[src/rtl/sync_fifo_pkg.sv]
// Shared types and helpers for the synchronous FIFO controller family.
// Provides the occupancy-counter width function and the packed status view
// that monitors and coverage collectors use to sample FIFO flags in one go.
package sync_fifo_pkg;

    // Width needed to hold an occupancy of 0..depth inclusive.
    function automatic int cnt_w(input int depth);
        return $clog2(depth + 1);
    endfunction

    typedef struct packed {
        logic full;
        logic empty;
        logic almost_full;
        logic almost_empty;
        logic overflow;
        logic underflow;
    } fifo_status_t;

endpackage

[src/rtl/fifo_mem.sv]
// DEPTH x DATA_WIDTH storage: one synchronous write port, one read port.
// Read port is combinational when SYNC_FIFO_FWFT_EN is defined, otherwise a
// registered read (reset to 0, holds its value when rd_en is low).
// Ports: clk, reset_n, wr_en/wr_addr/wr_data (write), rd_en/rd_addr/rd_data (read).
module fifo_mem #(
    parameter int DATA_WIDTH = 8,
    parameter int DEPTH      = 16,
    parameter int ADDR_W     = $clog2(DEPTH)
) (
    input  logic                  clk,
    input  logic                  reset_n,
    input  logic                  wr_en,
    input  logic [ADDR_W-1:0]     wr_addr,
    input  logic [DATA_WIDTH-1:0] wr_data,
    input  logic                  rd_en,
    input  logic [ADDR_W-1:0]     rd_addr,
    output logic [DATA_WIDTH-1:0] rd_data
);

    // Storage is deliberately not reset.
    logic [DATA_WIDTH-1:0] mem [DEPTH];

    always_ff @(posedge clk) begin
        if (wr_en) begin
            mem[wr_addr] <= wr_data;
        end
    end

`ifdef SYNC_FIFO_FWFT_EN
    // Head word is visible combinationally; no read register exists.
    logic unused_rd_ctrl;
    assign unused_rd_ctrl = reset_n ^ rd_en;
    assign rd_data        = mem[rd_addr];
`else
    logic [DATA_WIDTH-1:0] rd_q;

    // On a simultaneous write/read of the same slot (full FIFO) the old
    // head is returned, which is the word actually being popped.
    always_ff @(posedge clk) begin
        if (!reset_n) begin
            rd_q <= '0;
        end else if (rd_en) begin
            rd_q <= mem[rd_addr];
        end
    end

    assign rd_data = rd_q;
`endif

endmodule

[src/rtl/sync_fifo_ctrl.sv]
// Single-clock FIFO controller: pointers, occupancy count, threshold flags,
// read-valid strobe and sticky overflow/underflow flags around fifo_mem.
// Ports: clk/reset_n (sync active-low), wr_en/wr_data, rd_en/rd_data/rd_valid,
// full/empty/almost_full/almost_empty/count, overflow/underflow/err_clr.
// Optional macro SYNC_FIFO_FWFT_EN selects first-word-fall-through reads.
module sync_fifo_ctrl
    import sync_fifo_pkg::*;
#(
    parameter int DATA_WIDTH = 8,
    parameter int DEPTH      = 16,
    parameter int AF_THRESH  = DEPTH - 2,
    parameter int AE_THRESH  = 2
) (
    input  logic                      clk,
    input  logic                      reset_n,
    input  logic                      wr_en,
    input  logic [DATA_WIDTH-1:0]     wr_data,
    input  logic                      rd_en,
    output logic [DATA_WIDTH-1:0]     rd_data,
    output logic                      rd_valid,
    output logic                      full,
    output logic                      empty,
    output logic                      almost_full,
    output logic                      almost_empty,
    output logic [cnt_w(DEPTH)-1:0]   count,
    output logic                      overflow,
    output logic                      underflow,
    input  logic                      err_clr
);

    localparam int ADDR_W = $clog2(DEPTH);
    localparam int CW     = cnt_w(DEPTH);

    localparam fifo_status_t RST_STATUS = '{
        full: 1'b0, empty: 1'b1, almost_full: 1'b0,
        almost_empty: 1'b1, overflow: 1'b0, underflow: 1'b0
    };

    // Elaboration-time parameter legality.
    if (DEPTH < 2 || (DEPTH & (DEPTH - 1)) != 0) begin : g_bad_depth
        $fatal(1, "sync_fifo_ctrl: DEPTH must be a power of 2 and >= 2");
    end
    if (AF_THRESH < 1 || AF_THRESH > DEPTH) begin : g_bad_af
        $fatal(1, "sync_fifo_ctrl: AF_THRESH out of range 1..DEPTH");
    end
    if (AE_THRESH < 0 || AE_THRESH > DEPTH - 1) begin : g_bad_ae
        $fatal(1, "sync_fifo_ctrl: AE_THRESH out of range 0..DEPTH-1");
    end

    logic [ADDR_W-1:0] wr_ptr;
    logic [ADDR_W-1:0] rd_ptr;
    logic [CW-1:0]     cnt_q;
    logic [CW-1:0]     cnt_nxt;
    fifo_status_t      stat_q;
    logic              rd_ok;
    logic              wr_ok;

    // Accept decisions use registered state only; a write to a full FIFO
    // succeeds when a pop frees a slot in the same cycle.
    assign rd_ok = rd_en && !stat_q.empty;
    assign wr_ok = wr_en && (!stat_q.full || rd_ok);

    always_comb begin
        cnt_nxt = cnt_q;
        case ({wr_ok, rd_ok})
            2'b10:   cnt_nxt = cnt_q + CW'(1);
            2'b01:   cnt_nxt = cnt_q - CW'(1);
            default: cnt_nxt = cnt_q;
        endcase
    end

    // Flags come from the next count so they line up with count.
    // Error flags: a new error in the same cycle as err_clr wins.
    always_ff @(posedge clk) begin
        if (!reset_n) begin
            wr_ptr <= '0;
            rd_ptr <= '0;
            cnt_q  <= '0;
            stat_q <= RST_STATUS;
        end else begin
            if (wr_ok) wr_ptr <= wr_ptr + ADDR_W'(1);
            if (rd_ok) rd_ptr <= rd_ptr + ADDR_W'(1);
            cnt_q               <= cnt_nxt;
            stat_q.full         <= (cnt_nxt == CW'(DEPTH));
            stat_q.empty        <= (cnt_nxt == '0);
            stat_q.almost_full  <= (cnt_nxt >= CW'(AF_THRESH));
            stat_q.almost_empty <= (cnt_nxt <= CW'(AE_THRESH));
            stat_q.overflow     <= (wr_en && !wr_ok) ? 1'b1 :
                                   err_clr ? 1'b0 : stat_q.overflow;
            stat_q.underflow    <= (rd_en && !rd_ok) ? 1'b1 :
                                   err_clr ? 1'b0 : stat_q.underflow;
        end
    end

    // Gating with reset_n keeps the reset cycle from completing a transfer.
    fifo_mem #(
        .DATA_WIDTH (DATA_WIDTH),
        .DEPTH      (DEPTH),
        .ADDR_W     (ADDR_W)
    ) u_mem (
        .clk     (clk),
        .reset_n (reset_n),
        .wr_en   (wr_ok && reset_n),
        .wr_addr (wr_ptr),
        .wr_data (wr_data),
        .rd_en   (rd_ok && reset_n),
        .rd_addr (rd_ptr),
        .rd_data (rd_data)
    );

`ifdef SYNC_FIFO_FWFT_EN
    assign rd_valid = !stat_q.empty;
`else
    logic rd_valid_q;

    always_ff @(posedge clk) begin
        if (!reset_n) begin
            rd_valid_q <= 1'b0;
        end else begin
            rd_valid_q <= rd_ok;
        end
    end

    assign rd_valid = rd_valid_q;
`endif

    assign count        = cnt_q;
    assign full         = stat_q.full;
    assign empty        = stat_q.empty;
    assign almost_full  = stat_q.almost_full;
    assign almost_empty = stat_q.almost_empty;
    assign overflow     = stat_q.overflow;
    assign underflow    = stat_q.underflow;

endmodule

[config.mk]
export PLATFORM = sky130hd
export DESIGN_NAME = sync_fifo_ctrl
export DESIGN_NICKNAME = d
export VERILOG_FILES = /design/src/rtl/sync_fifo_pkg.sv /design/src/rtl/fifo_mem.sv /design/src/rtl/sync_fifo_ctrl.sv
export SDC_FILE = /design/constraint.sdc
export NUM_CORES = 1
export LEC_CHECK = 0
export ABC_AREA = 1
export CAP_MARGIN = 20
export CORE_MARGIN = 2
export CORE_UTILIZATION = 55
export CTS_CLUSTER_DIAMETER = 50
export DETAILED_ROUTE_END_ITERATION = 10
export PLACE_DENSITY = 0.76
export SYNTH_ARGS = -nofsm -noshare
export SYNTH_HDL_FRONTEND = slang
export SYNTH_SLANG_ARGS = --single-unit
[constraint.sdc]
create_clock -name clk -period 2.9 [get_ports clk]
set_input_delay 0.435 -clock clk [delete_from_list [all_inputs] [get_ports clk]]
set_output_delay 0.435 -clock clk [all_outputs]
set_load 0.005 [all_outputs]
==> metrics.yaml <==
place_inst: 776
synthAdderAreaFrac_pct: 1.54
yosysSeqAreaShare_pct: 67.9
fin_crit_ps: 2390
layout_common_cells: "nand2_1 (200), edfxtp_1 (128), nand3_1 (106)"
num_vias: 4528
multi_input_area_um2: 1810
fin_crit_sh_pct: 82.5
dp_hpwl_um: 9180
outcome: "finished clean"
worst_pin_slew_ps: 757
area_growth_pct: 16.9
wl_um: 14800
ir_drop_mv: 0.383
finalSetupViolations: 0
placed_area_um2: 7010
fmaxAchievable_ghz: 0.418
synth_compound_area_share_pct: 2.76
portBuffers: 32
io_pins: 33
synth_top_family_by_area: "simple AND/OR/NAND/NOR gates"
cts_tree: "done"
die_h_um: 113
firstDrtPassIters: 7
core_area_um2: 11500
crit_chain: "clkdlybuf4s50_1, nand2_2, nand2_1, nand2_2, ha_1, nor2_1, nor2_4, ha_1, mux2i_1, nand2_1, nor2_1, nand2_1, nor2_1"
cts_buffers: 17
synthXorXnorAreaFrac_pct: 0.135
hold_buffers: 0
synth-simple-area-share_pct: 23.3
crit_buf_inv: 1
grtUsageTotal_pct: 24.5
finalNetCount: 673
die_area_um2: 12700
min_from: "underflow"
syn-cell-area_um2: 6490
end_kind: "flop"
ant_nets: 0
vias_per_cell: 5.61
row_count: 39
cts.sink_count: 156
first_iter_violations: 444
finalNonFillerCells: 807
ys_types: 27
cts_root_buf: "clkbuf_16"
p_per_area_nw_per_um2: 741
dp_slack_ps: 106
grt_pass1_vias: 4444
crit_type: "in2reg"
post_cts_buffers: 0
gp_congestion: 0.811
holdCritPathClass: "reg2reg"
skew_ps: 8.68
num_antenna_cells: 0
stdcell_area_um2: 7590
ys_seq_elements: 156
grt_max_degree: 67
critPathMaxStageDelay_ps: 490
synthMuxAreaShare_pct: 0.154
rsz0062_at_grt: "false"
max_cap_violations: 0
final_core_util_pct: 66.2
report.final.slew_viol_count: 0
reg2reg_slack_ps: 630
p_leak_uw: 0.00286
n_fill_cell: 878
h-tree-depth: 4
critPathTopFamily: "simple AND/OR/NAND/NOR gates"
overflow: 0
antenna_found_initial: 0
netlist_instances: 607
cts_resized: 0
tns_ps: 0
die_w_um: 113
initial_core_util_pct: 56.6
clock_path_buffers: 2
startpoint: "rd_en"
relSlewSlack_pct: 49.4
arrival_ps: 2740
hold_viol: 0
path_clk_slew_ps: 60
avgSynthCellArea_um2: 10.7
cp_slowest_cell: "clkdlybuf4s50_1"
drcViolationCount: 0
grt_first_pass_wirelength_um: 23500
synth_nets: 628
critPathMaxFanout: 7
crit_path_start_kind: "input pin"
fin_ws_ps: 508
final_common_cell: "nand2_1"
seq_area_um2: 4410
avgRoutedWirePerCell_um: 18.3
yosysWarnings: 0
required_ps: 3250
r2r-start: "empty"
worstSkewPairLatency_ps: 420
drive_gt1_share_pct: 9.79
[report_power, final]
group / internal [uW] / total (uW) / switching (uW) / leakage [uW]
Combinational: 318 / 876 / 558 / 0.00120
Clock: 1350 / 2190 / 844 / 0.000278
Sequential: 2500 / 2550 / 54.9 / 0.00138
[routing by layer]
layer,track usage [%],routed length (um)
met1,33.4,6240
met2,38.7,7140
met3,6.59,1170
met4,7.72,235
met5,0,0
[flip-flops by register name, summed over array words and instances, names as in the netlist]
| name | count |
|---|---|
| rd_valid | 1 |
| rd_ptr | 4 |
| almost_empty | 1 |
| almost_full | 1 |
| full | 1 |
| u_mem.mem | 128 |
| u_mem.rd_data | 8 |
| underflow | 1 |
| empty | 1 |
| overflow | 1 |
| wr_ptr | 4 |
| count | 5 |
[cells by family after synthesis]
kind of cell	Yosys count
and+or+nand+nor	350
xor gates and xnor gates	1
muxes	1
buffers and inverters	58
AOI/OAI and AO/OA	33
adders and majority gates	8
DFF	156
[worst register-to-register path, delay by kind of cell, from the launching register on]
family | cells | cell delay, ps
flops | 1 | 350
simple gates | 9 | 940
mux | 1 | 230
fa+ha+maj | 2 | 580
buf+inv | 2 | 140
[final timing paths]
path,cells after the start,to
setup / recovery,13,full
hold / removal,2,underflow
setup reg to reg,14,full
hold reg to reg,2,underflow
[metrics by stage]
stage          hold slack (ps)  total power [uW]
4_1_cts                    463              5640
6_report                   461              5620
2_1_floorplan              455              3150
3_5_place_dp               454              3470
5_1_grt                    483              5850
3_3_place_gp               453              3440
[synth_stat cells]
| cell | count | area [um^2] |
|---|---|---|
| nor3_1 | 11 | 55.1 |
| mux2i_1 | 1 | 10.0 |
| nor2_4 | 2 | 22.5 |
| a31oi_1 | 8 | 50.1 |
| clkinv_1 | 2 | 7.51 |
| clkbuf_1 | 6 | 22.5 |
| dfxtp_1 | 28 | 561 |
| o21ai_0 | 14 | 70.1 |
| nand2_1 | 200 | 751 |
| o21ai_1 | 2 | 10.0 |
| nand2_2 | 4 | 25.0 |
| nor2_1 | 21 | 78.8 |
| nand3_1 | 106 | 531 |
| a21oi_1 | 8 | 40.0 |
| nor3b_1 | 1 | 7.51 |
| inv_1 | 23 | 86.3 |
| edfxtp_1 | 128 | 3840 |
| ha_1 | 8 | 100 |
| xor2_1 | 1 | 8.76 |
| buf_4 | 5 | 37.5 |
| nand3_2 | 2 | 20.0 |
| inv_2 | 4 | 15.0 |
| buf_2 | 15 | 75.1 |
| buf_6 | 3 | 33.8 |
| nor2_2 | 1 | 6.26 |
| nand4_1 | 2 | 12.5 |
| o21ai_2 | 1 | 8.76 |
[final cells by class]
type	count	area share (%)
Clock buffer	20	5.76
Clock inverter	11	1.91
Timing Repair Buffer	55	6.66
Sequential cell	156	58.1
Multi-Input combinational cell	393	23.8
Tap cell	143	2.36
Inverter	29	1.43
(Power assumes the default switching activity.)
